**src/rtl/sw_pattern_sequencer.sv**
```systemverilog
// Walks every WIDTH-bit switch pattern in ascending order, holds each for HOLD_CYCLES,
// and tallies per-LED hit counts from the response sampled on the last hold cycle.
module sw_pattern_sequencer #(
    parameter int WIDTH       = 7,
    parameter int HOLD_CYCLES = 4,
    parameter int RESP_WIDTH  = 2
) (
    input  logic                              clk,
    input  logic                              reset,
    input  logic                              start,
    input  logic                              abort,
    input  logic [RESP_WIDTH-1:0]             resp_in,
    output logic [WIDTH-1:0]                  pattern_out,
    output logic                              busy,
    output logic                              done,
    output logic [RESP_WIDTH*(WIDTH+1)-1:0]   cnt
);

    // A one-bit hold counter is kept even for HOLD_CYCLES=1 so the compare stays legal
    localparam int HW = (HOLD_CYCLES > 1) ? $clog2(HOLD_CYCLES) : 1;
    localparam int CW = WIDTH + 1;
    localparam logic [HW-1:0]    HOLD_LAST = HW'(HOLD_CYCLES - 1);
    localparam logic [WIDTH-1:0] PAT_LAST  = '1;

    typedef enum logic [1:0] {
        IDLE,
        DRIVE,
        DONE
    } state_t;

    state_t            state_q, state_d;
    logic [WIDTH-1:0]  pattern_q, pattern_d;
    logic [HW-1:0]     hold_q, hold_d;
    logic              done_q, done_d;
    logic [CW-1:0]     count_q [RESP_WIDTH];
    logic [CW-1:0]     count_d [RESP_WIDTH];
    logic              sample;

    always_ff @(posedge clk or posedge reset) begin
        if (reset) begin
            state_q   <= IDLE;
            pattern_q <= '0;
            hold_q    <= '0;
            done_q    <= 1'b0;
            for (int i = 0; i < RESP_WIDTH; i++) begin
                count_q[i] <= '0;
            end
        end else begin
            state_q   <= state_d;
            pattern_q <= pattern_d;
            hold_q    <= hold_d;
            done_q    <= done_d;
            for (int i = 0; i < RESP_WIDTH; i++) begin
                count_q[i] <= count_d[i];
            end
        end
    end

    assign sample = (hold_q == HOLD_LAST);

    // Abort outranks the sample, so an aborted sample cycle leaves the counts untouched
    always_comb begin
        state_d   = state_q;
        pattern_d = pattern_q;
        hold_d    = hold_q;
        done_d    = done_q;
        for (int i = 0; i < RESP_WIDTH; i++) begin
            count_d[i] = count_q[i];
        end

        case (state_q)
            IDLE, DONE: begin
                if (start) begin
                    state_d   = DRIVE;
                    pattern_d = '0;
                    hold_d    = '0;
                    done_d    = 1'b0;
                    for (int i = 0; i < RESP_WIDTH; i++) begin
                        count_d[i] = '0;
                    end
                end
            end
            DRIVE: begin
                if (abort) begin
                    state_d   = IDLE;
                    pattern_d = '0;
                    hold_d    = '0;
                    done_d    = 1'b0;
                end else if (sample) begin
                    for (int i = 0; i < RESP_WIDTH; i++) begin
                        if (resp_in[i]) begin
                            count_d[i] = count_q[i] + CW'(1);
                        end
                    end
                    hold_d = '0;
                    if (pattern_q == PAT_LAST) begin
                        state_d   = DONE;
                        pattern_d = '0;
                        done_d    = 1'b1;
                    end else begin
                        pattern_d = pattern_q + WIDTH'(1);
                    end
                end else begin
                    hold_d = hold_q + HW'(1);
                end
            end
            default: begin
                state_d   = IDLE;
                pattern_d = '0;
                hold_d    = '0;
                done_d    = 1'b0;
            end
        endcase
    end

    assign pattern_out = pattern_q;
    assign busy        = (state_q == DRIVE);
    assign done        = done_q;

    always_comb begin
        cnt = '0;
        for (int i = 0; i < RESP_WIDTH; i++) begin
            cnt[i*CW +: CW] = count_q[i];
        end
    end

endmodule

```
**config.mk**
```make
export PLATFORM = sky130hd
export DESIGN_NAME = sw_pattern_sequencer
export DESIGN_NICKNAME = d
export VERILOG_FILES = /design/src/rtl/sw_pattern_sequencer.sv
export SDC_FILE = /design/constraint.sdc
export NUM_CORES = 1
export LEC_CHECK = 0
export BUFFER_PORTS_ARGS = -buffer_cell sky130_fd_sc_hd__buf_2
export CORE_MARGIN = 2
export CORE_UTILIZATION = 47
export DETAILED_ROUTE_END_ITERATION = 7
export PLACE_DENSITY_LB_ADDON = 0.15
export SYNTH_ARGS = -nofsm -noshare
export SYNTH_HDL_FRONTEND = slang
export SYNTH_SLANG_ARGS = --single-unit
```
**constraint.sdc**
```tcl
create_clock -name clk -period 1.6 [get_ports clk]
set_input_delay 0.48 -clock clk [delete_from_list [all_inputs] [get_ports clk]]
set_output_delay 0.48 -clock clk [all_outputs]
set_load 0.01 [all_outputs]
```
Word-level counts from Yosys, hierarchy flattened --
Cells that the tools add are included.
Word-level totals: bits in registers 28, latch bits 0, bits in writable memories 0, ROM bits 0, input bits 6, output and inout bits 25, word-level logic and storage cells 53, memories kept 0
Cells by class: add/subtract/negate cells 4, multipliers 0, divide/modulo/power cells 0, $lt $le $gt $ge 0, equal/unequal tests 11, shifts and indexed selects 0, multiplexer cells 25, bitwise gates (word level) 0, reduce and logical (&&, ||, !) cells 7
Operators with widths (count):
- $mux 16 | 3
- $pmux 16 s2 | 1
- $mux 7 | 4
- $add 8x1->8 const B | 2
- $mux 8 | 2
- $mux 2 | 7
- $pmux 7 s2 | 1
- $reduce_and 5->1 | 2
- $ne 2x2->1 const B | 4
- $pmux 2 s2 | 2
- $add 7x1->7 const B | 1
- $eq 7x7->1 const B | 1
- $ne 3x2->1 const B | 2
- $eq 2x2->1 const B | 2
- $mux 1 | 4
- $reduce_and 3->1 | 1
- $add 2x1->2 const B | 1
- $eq 2x1->1 const B | 1
- $logic_not 2->1 | 1
- $ne 2x1->1 const B | 1
- $pmux 1 s2 | 1
- $reduce_and 2->1 | 1
- $reduce_bool 2->1 | 1
- $reduce_or 2->1 | 1

Logic depth before layout (Yosys ltp) --
Gate-level depths: netlist of run 1.
depth in word-level cells 5, depth in mapped cells 6, depth with buffers taken out 5

Worst setup path before layout of run 1 --
OpenSTA, ideal clock, no wires.
path kind register to register, start point register hold_q[0], end point register count_q, in the netlist cnt[7], arrival 1499 ps, required time 1473 ps, path slack -26 ps, cell stages (with the launch flop) 7, buffers on the path 1, period minus slack after synthesis 1626 ps, path through dfrtp_1 -> ha_1 -> nor4bb_1 -> buf_2 -> and4_1 -> nand3_1 -> mux2i_1
On the way: word-level cells in the longest chain between the ends 3
Ends and longest elaborated chain:
- from (decl) | RTL line 33 | logic [HW-1:0] hold_q, hold_d;
- from (signal assigned) | RTL line 51 | hold_q <= hold_d;
- $eq 2x2->1 | RTL line 59 | assign sample = (hold_q == HOLD_LAST);
- $ne 2x1->1 (no source line)
- $reduce_and 5->1 (no source line)
- to (signal, indexed assignment) | RTL line 54 | count_q[i] <= count_d[i];
- to (decl) | RTL line 35 | logic [CW-1:0] count_q [RESP_WIDTH];
No other way between the ends. A chain may end at the register's enable or synchronous reset.

Worst setup path in the final report of run 1 --
start point register state_q[1], end point output busy
On the way: word-level cells in the longest chain between the ends 1
Ends and longest elaborated chain:
- from (decl) | RTL line 31 | state_t state_q, state_d;
- from (signal assigned) | RTL line 49 | state_q <= state_d;
- $eq 2x1->1 | RTL line 117 | assign busy = (state_q == DRIVE);
- to (decl) | RTL line 14 | output logic busy,
No other way between the ends.

==> results of run 1 <==
cell type report:
| type | count | area, um^2 |
|---|---|---|
| Fill cell | 226 | 951 |
| Multi-Input combinational cell | 104 | 741 |
| Sequential cell | 27 | 678 |
| Timing Repair Buffer | 50 | 320 |
| Tap cell | 31 | 38.8 |
| Clock buffer | 3 | 22.5 |
| Inverter | 6 | 22.5 |
| Clock inverter | 1 | 7.51 |
metrics by stage:
| step | TNS (ns) | worst slack [ns] | util, % | total power, W | cells |
|---|---|---|---|---|---|
| after global placement | -0.109 | -0.0361 | 60.1 | 0.000929 | 213 |
| after global routing | -0.274 | -0.0917 | 65.8 | 0.00131 | 222 |
| after floorplan | 0 | 0.0163 | - | 0.000841 | 140 |
| after detailed placement | -0.819 | -0.113 | 60.1 | 0.000933 | 213 |
| after CTS | -0.0524 | -0.0350 | 63.3 | 0.00125 | 221 |
| final | -0.0673 | -0.0433 | 65.8 | 0.00125 | 222 |
power groups by stage:
stage | Clock, W | Sequential (W) | Combinational (W)
floorplan | 0 | 0.000739 | 0.000102
global placement | 0 | 0.000730 | 0.000199
detailed placement | 0 | 0.000730 | 0.000203
CTS | 0.000320 | 0.000718 | 0.000209
global route | 0.000347 | 0.000722 | 0.000245
finish | 0.000313 | 0.000720 | 0.000221
registers in the layout, indices dropped and copies added, names as in the netlist:
register	count
cnt	16
state_q	2
pattern_out	7
hold_q	2
cell usage in the layout (no fill, tap or decap), types with 4 or more instances in the layout:
| cell type | n |
|---|---|
| inv_1 | 6 |
| nand3_1 | 13 |
| buf_2 | 30 |
| dfrtp_1 | 25 |
| xor2_1 | 4 |
| xnor2_1 | 6 |
| nand2_1 | 13 |
| o21ai_0 | 5 |
| o21ai_1 | 5 |
| buf_4 | 17 |
| nor2_1 | 13 |
cell families (layout without fill, tap and decap cells):
| family | count (synthesis) | count (layout) |
|---|---|---|
| AND/OR/NAND/NOR | 64 | 64 |
| flip-flops | 27 | 27 |
| AO/OA/AOI/OAI | 24 | 24 |
| XOR/XNOR | 11 | 11 |
| buffers and inverters | 9 | 60 |
| adder cells (fa/ha/maj) | 4 | 4 |
| multiplexers | 1 | 1 |
worst max-delay path, cell delays in order, from the launching register on:
cell and delay, ns:
dfrtp_2 0.49, buf_6 0.14, nor2_1 0.07, buf_2 0.13
worst min-delay path by stage:
stage / startpoint / to / slack [ns] / cells after the start
finish: reset / cnt[7] / 0.16 / 3
global placement: cnt[7] / cnt[7] / 0.46 / 1
detailed placement: cnt[7] / cnt[7] / 0.47 / 1
CTS: reset / pattern_out[4] / 0.17 / 3
global route: reset / cnt[6] / 0.19 / 3
floorplan: hold_q[0] / hold_q[0] / 0.46 / 1
what timing repair did:
action | in CTS | in global routing
pin swaps | 4 | 4
endpoints found under the setup margin | 6 | 17
resized for setup | 4 | 10
hold endpoints to repair | 0 | 0
buffers inserted | 4 | 1
metal layers:
metal / routed length (um) / track usage [%] / part of all wire, %
met1: 1460 / 27.7 / 45
met5: 0 / 0 / 0
met3: 80 / 2.01 / 2.5
met2: 1640 / 33.1 / 51
met4: 61 / 12.0 / 1.9
==> impl_metrics.ini, run 1 <==
[global_routing]
grt_overflow_total = 0
first_global_vias = 1141
grt_max_degree = 28
antenna_found_initial = 0
grt_pass1_wl_um = 5260
grt.total_usage_pct = 20.8

[setup_path]
reg2reg_depth = 4
rrSetupSlack_ns = -0.02
cp.required_ns = 1.12
path_max_fanout = 4
critPathArrivalTime_ns = 1.16
crit_start = state_q[1]
end_kind = output pin
worst_setup_path_start_kind = flop
timing.rr.end = pattern_out[5]
critPathCapture = busy
r2r_start = state_q[0]
path_class = flop to output pin

[pwr]
peakVddDrop_v = 0.000593
p_seq_share_pct = 57.4
powerDensity_nw_per_um2 = 685
p_int_w = 0.000901
comb_power_share_pct = 17.7
p_sw_share_pct = 28.1
power_leakage_nw = 0.905
p_sw_w = 0.000353
clkPwrFrac_pct = 24.9

[floorplan]
core-area_um2 = 2780
fp-row-count = 19
ioPinCount = 31
die_w_um = 58.2
die_y_um = 58.2
die-area_um2 = 3380
initial_utilization_pct = 49.6

[clock_tree]
ctsHtreeMaxLevel = 1
cts_made_buffers = 3
insertion_delay_ns = 0.34
cts_tree = yes
clock_path_buffers = 2
cts_hold_buf = 0
clkSinkCount = 27
clk_pin_slew_worst_paths_ns = 0.16
cts_root_buffer = clkbuf_4

[timing]
maxSlewViolCount = 0
hold_viol = 0
fin_hold_ws_ns = 0.162
finClkSkew_ns = 0.00920
worst_slew_pin_slew_ns = 0.339
fin_ws_ns = -0.0433
grt_setup_unrepaired = yes
finalSetupViolCount = 2
period_needed_ns = 1.64
fin_crit_sh_pct = 103
timing.slew.headroom_pct = 77.4
fmax_mhz = 609

[synth]
synthMuxAreaShare_pct = 0.726
synth_top_family_by_area = simple AND/OR/NAND/NOR gates
synth_edf_count = 0
synthAdderAreaFrac_pct = 3.63
syn_avg_cell_area_um2 = 9.85
yosys-top-cells-area = dfrtp_1 49%, nand3_1 5.1%, xnor2_1 4.4%
synth_common_cells = 27 x dfrtp_1, 14 x nand2_1, 14 x nand3_1
yosysSeqAreaShare_pct = 49.0
synth.most_common_cell = dfrtp_1
synth_top_area_cell = dfrtp_1
synth_cell_types = 37
synth_ff_type = dfrtp_1
synth_compound_area_share_pct = 12.4
synthesis.nets = 150
synth_xor_area_share_pct = 6.99
mappedNetlistArea_um2 = 1380
synth_simple_gate_area_share_pct = 24.6
synthCells = 140
synth_seq_cells = 27
synthDominantCellAreaShare_pct = 49.0
synth-async-reset-ratio_pct = 100
yosys_warnings = 0

[placement]
hpwl_um = 2340
portBuffers = 30
dpl_cell_area_um2 = 1670
routabilityCongestion = 0.792

[drt]
drc = 0
drtIter0Drc = 34
vias = 1224
drt-wirelength-per-cell_um = 14.6
ant_nets = 0
drtPass1Iterations = 4
viasPerCell = 5.51
wl_um = 3240

[cells_and_area]
final_area_um2 = 1830
drive_gt1_share_pct = 36.1
synthToLayoutAreaGrowth_pct = 32.8
antennaDiodeCount = 0
nets = 202

[run]
drv_cap = 0

[hold_path]
hold_class = input port to async pin

[run_status]
outcome = finished, violations left
violations = setup timing
(Power assumes the default switching activity.)
==> run 2: changes to the inputs <==
- PLACE_DENSITY: default -> 0.73
- PLACE_DENSITY_LB_ADDON: 0.15 -> default
==> impl_metrics.ini, run 2 (same netlist as run 1, synthesis figures left out) <==
[floorplan]
die-area_um2 = 3380
ioPinCount = 31
die_w_um = 58.2
die_y_um = 58.2
fp-row-count = 19
core-area_um2 = 2780
initial_utilization_pct = 49.6

[clock_tree]
insertion_delay_ns = 0.33
cts_hold_buf = 0
cts_tree = yes
ctsHtreeMaxLevel = 1
cts_made_buffers = 3
clk_pin_slew_worst_paths_ns = 0.15
cts_root_buffer = clkbuf_4
clkSinkCount = 27
clock_path_buffers = 2

[timing]
period_needed_ns = 1.62
finClkSkew_ns = 0.00796
worst_slew_pin_slew_ns = 0.346
finalSetupViolCount = 1
timing.slew.headroom_pct = 76.9
grt_setup_unrepaired = yes
hold_viol = 0
fin_crit_sh_pct = 101
fin_ws_ns = -0.0192
fmax_mhz = 618
maxSlewViolCount = 0

[placement]
routabilityCongestion = 0.874
portBuffers = 30
dpl_cell_area_um2 = 1660
preCtsSetupSlack_ns = -0.0931
hpwl_um = 2360

[pwr]
power_leakage_nw = 0.926
powerDensity_nw_per_um2 = 687
peakVddDrop_v = 0.000732
comb_power_share_pct = 21.1
clkPwrFrac_pct = 23.4
p_seq_share_pct = 55.5
p_sw_share_pct = 28.0
p_sw_w = 0.000363
p_int_w = 0.000933

[global_routing]
grt.total_usage_pct = 21.3
first_global_vias = 1275
grt_pass1_wl_um = 5630
grt_max_degree = 28
antenna_found_initial = 0
grt_overflow_total = 0

[setup_path]
cpMaxStageDelayCell = or4_4
worst_path_largest_cell_delay_ns = 0.52
critPathArrivalTime_ns = 1.89
cp.required_ns = 1.87
path_cells = buf_6 > nor3b_4 > o21ai_2 > or4_4 > o21ai_2
reg2reg_depth = 5
crit_start = state_q[1]
rrSetupSlack_ns = -0.02
path_max_fanout = 5
r2r_start = state_q[1]
timing.rr.end = pattern_out[5]
end_kind = flop
worst_setup_path_start_kind = flop
cpMostUsedCell = o21ai_2
path_class = flop to flop

[run]
drv_cap = 0

[cells_and_area]
nets = 206
largest_register_ffs = 16
drive_gt1_share_pct = 40.0
final_area_um2 = 1890
final_cell_mix = 29 x buf_2, 26 x dfrtp_1, 20 x buf_4
antennaDiodeCount = 0
mostFrequentLayoutCell = buf_2
synthToLayoutAreaGrowth_pct = 36.8

[drt]
viasPerCell = 5.66
drc = 0
wl_um = 3420
drt-wirelength-per-cell_um = 15.1
ant_nets = 0
vias = 1279
drtPass1Iterations = 4
drtIter0Drc = 43

[run_status]
outcome = finished, violations left
violations = setup timing

[hold_path]
hold_class = input port to async pin
-- run 2: cell count changes in the layout (fill, tap and decap cells not counted), moves of 2 or more --
cell     delta
buf_6       +3
nand3_2     +2
nand3_1     -2
buf_4       +3
-- run 2: how the worst max path moves through the flow --
stage | end | slack, ns | cells after the start
6_report | pattern_out[5] | -0.02 | 5
3_5_place_dp | pattern_out[5] | -0.09 | 5
3_3_place_gp | cnt[7] | -0.04 | 6
4_1_cts | busy | -0.02 | 3
5_1_grt | cnt[3] | -0.11 | 7
2_1_floorplan | cnt[7] | 0.02 | 6
-- run 2: cell type report --
| type | instances | area [um^2] |
|---|---|---|
| Sequential cell | 27 | 677 |
| Fill cell | 220 | 896 |
| Inverter | 6 | 27.5 |
| Multi-Input combinational cell | 104 | 764 |
| Clock buffer | 4 | 26.3 |
| Tap cell | 31 | 38.8 |
| Timing Repair Buffer | 54 | 352 |
-- run 2: power groups by stage --
stage	sequential, W	clock, W	combinational (W)
floorplan	0.000739	0	0.000102
CTS	0.000714	0.000308	0.000236
detailed placement	0.000731	0	0.000202
global route	0.000722	0.000333	0.000299
finish	0.000720	0.000304	0.000273
global placement	0.000730	0	0.000195
-- run 2: repair_timing --
item | CTS | global route
pin swaps | 5 | 5
setup endpoints to repair | 6 | 13
cloned | 0 | 0
resized for setup | 7 | 19
setup buffers | 7 | 4
-- run 2: worst max-delay path: cells and delay by family (launching register included) --
kind	cells	cell delay, ns
and+or+nand+nor	2	0.74
AOI/OAI and AO/OA	2	0.21
DFF	1	0.46
buffers and inverters	1	0.14
-- run 2: layer usage --
metal  share of wire (%)  vias to the layer above  track usage [%]
met5                   0                        -                0
met4                 2.3                        0             7.97
li1                    -                      614                -
met1                  42                      614             25.9
met2                  52                       42             38.1
met3                 4.0                        9             2.90
-- run 2: stage by stage --
step | total power [W] | utilization (%) | TNS [ns] | hold WS, ns | cells
floorplan | 0.000841 | - | 0 | 0.458 | 140
global placement | 0.000925 | 59.5 | -0.105 | 0.455 | 211
detailed placement | 0.000934 | 59.5 | -0.382 | 0.470 | 211
CTS | 0.00126 | 63.1 | -0.0376 | 0.190 | 222
global route | 0.00135 | 67.8 | -0.501 | 0.196 | 226
finish | 0.00130 | 67.8 | -0.0192 | 0.174 | 226
==> run 3: changes to the inputs <==
--- a/config.mk
+++ b/config.mk
@@ -11,4 +11,5 @@
 export DETAILED_ROUTE_END_ITERATION = 7
 export PLACE_DENSITY = 0.73
+export REMOVE_ABC_BUFFERS = 1
 export SYNTH_ARGS = -nofsm -noshare
 export SYNTH_HDL_FRONTEND = slang
==> constraint.sdc (replaced) <==
create_clock -name clk -period 1.6 [get_ports clk]
set_input_delay 0.32 -clock clk [delete_from_list [all_inputs] [get_ports clk]]
set_output_delay 0.32 -clock clk [all_outputs]
set_load 0.01 [all_outputs]
==> impl_metrics.ini, run 3 (same netlist as run 1, synthesis figures left out) <==
[timing]
finClkSkew_ns = 0.00917
hold_viol = 0
worst_slew_pin_slew_ns = 0.337
grt_setup_unrepaired = yes
fmax_mhz = 642
finalSetupViolCount = 0
period_needed_ns = 1.56
timing.slew.headroom_pct = 77.5
maxSlewViolCount = 0
fin_crit_sh_pct = 97.3

[floorplan]
initial_utilization_pct = 49.6
die_w_um = 58.2
core-area_um2 = 2780
fp-row-count = 19
die-area_um2 = 3380
ioPinCount = 31
die_y_um = 58.2

[global_routing]
grt_max_degree = 28
antenna_found_initial = 0
grt.total_usage_pct = 20.5
first_global_vias = 1140
grt_overflow_total = 0
grt_pass1_wl_um = 5320

[setup_path]
path_class = flop to flop
cp.required_ns = 1.86
cp_top_family = flip-flops
crit_start = state_q[1]
critPathArrivalTime_ns = 1.82
r2r_start = state_q[1]
worst_setup_path_start_kind = flop
rrSetupSlack_ns = 0.04
crit_cells = 5
path_cells = or3b_4 > buf_4 > o22ai_2 > o21ai_1 > o21ai_1
critPathCapture = pattern_out[2]
worst_path_largest_cell_delay_ns = 0.49
cpMaxStageDelayCell = dfrtp_2
path_buf_inv = 1
path_max_fanout = 6
reg2reg_depth = 5
cpMostUsedCell = o21ai_1
timing.rr.end = pattern_out[2]
end_kind = flop

[pwr]
p_seq_share_pct = 56.8
comb_power_share_pct = 19.7
power_leakage_nw = 0.894
clkPwrFrac_pct = 23.5
power_w = 0.00126
p_sw_w = 0.000349
p_int_w = 0.000913
peakVddDrop_v = 0.000530
powerDensity_nw_per_um2 = 697
p_sw_share_pct = 27.6

[clock_tree]
cts_made_buffers = 3
clock_path_buffers = 2
ctsHtreeMaxLevel = 1
insertion_delay_ns = 0.32
cts_root_buffer = clkbuf_4
clk_pin_slew_worst_paths_ns = 0.15
cts_hold_buf = 0
cts_tree = yes
clkSinkCount = 27

[drt]
drtIter0Drc = 44
vias = 1243
ant_nets = 0
drtPass1Iterations = 5
viasPerCell = 5.57
drc = 0
wl_um = 3200
drt-wirelength-per-cell_um = 14.3

[cells_and_area]
synthToLayoutAreaGrowth_pct = 31.2
layoutNonFillerInstCount = 223
nets = 203
mostFrequentLayoutCell = buf_2
largest_register_ffs = 16
drive_gt1_share_pct = 35.4
fillCellCount = 236
antennaDiodeCount = 0
final_cell_mix = 30 x buf_2, 26 x dfrtp_1, 17 x buf_4
final_area_um2 = 1810

[run]
drv_cap = 0

[placement]
portBuffers = 30
dp_cells = 210
dpl_cell_area_um2 = 1640
routabilityCongestion = 0.849
hpwl_um = 2240

[run_status]
outcome = finished clean

[hold_path]
hold_class = input port to async pin
[run 3: changes by cell type in the layout (fill, tap and decap cells not counted), sizes merged]
cell and change:
clkbuf -1, clkinv +1, o22ai +1, buf -4
[run 3: repair_timing]
item | 4_1_cts | 5_1_grt
pin swaps | 2 | 5
cloned | 0 | 1
endpoints found under the hold margin | 0 | 0
buffers inserted | 1 | 7
gates resized for setup | 2 | 13
setup endpoints to repair | 8 | 14
[run 3: worst min-delay path: stages]
cell   delay (ns)
buf_2        0.09
inv_1        0.04
buf_4        0.31
[run 3: area by class of cell]
class                      instances  area [um^2]  share of cell area [%]
inverter                           6         22.5                    1.24
sequential                        27          677                    37.4
clock inverter                     1         5.00                   0.277
multi-input combinational        105          732                    40.5
timing repair buffer              50          312                    17.2
tap                               31         38.8                    2.14
clock buffer                       3         22.5                    1.24
[run 3: worst min path at each step]
stage	endpoint	cells past startpoint	from	slack, ns
after floorplan	cnt[0]	1	reset	0.37
after global placement	cnt[7]	3	reset	0.39
after detailed placement	cnt[6]	3	reset	0.40
after CTS	cnt[4]	3	reset	0.03
after global routing	pattern_out[5]	3	reset	0.04
final	pattern_out[5]	3	reset	0.02
[run 3: power by group through the flow]
stage                     Combinational [W]  Clock (W)  Sequential [W]
final                              0.000249   0.000296        0.000717
after global routing               0.000276   0.000337        0.000720
after CTS                          0.000210   0.000303        0.000716
after detailed placement           0.000203          0        0.000730
after global placement             0.000196          0        0.000729
after floorplan                   0.0000975          0        0.000739
[run 3: per-layer routing]
layer	global-route usage, %	wire [um]	share of wire [%]
met5	0	0	0
met4	7.31	47	1.5
met3	3.13	103	3.2
met2	33.8	1590	50
met1	27.5	1460	45
[run 3: per-stage QoR]
stage	hold slack, ns	TNS [ns]	util (%)	setup WS [ns]
2_1_floorplan	0.373	-3.71	-	-0.423
3_3_place_gp	0.394	-0.00312	59.1	-0.00312
3_5_place_dp	0.399	-0.145	59.1	-0.0725
4_1_cts	0.0325	0	60.6	0.00949
5_1_grt	0.0379	-0.176	65.0	-0.0386
6_report	0.0219	0	65.0	0.0427
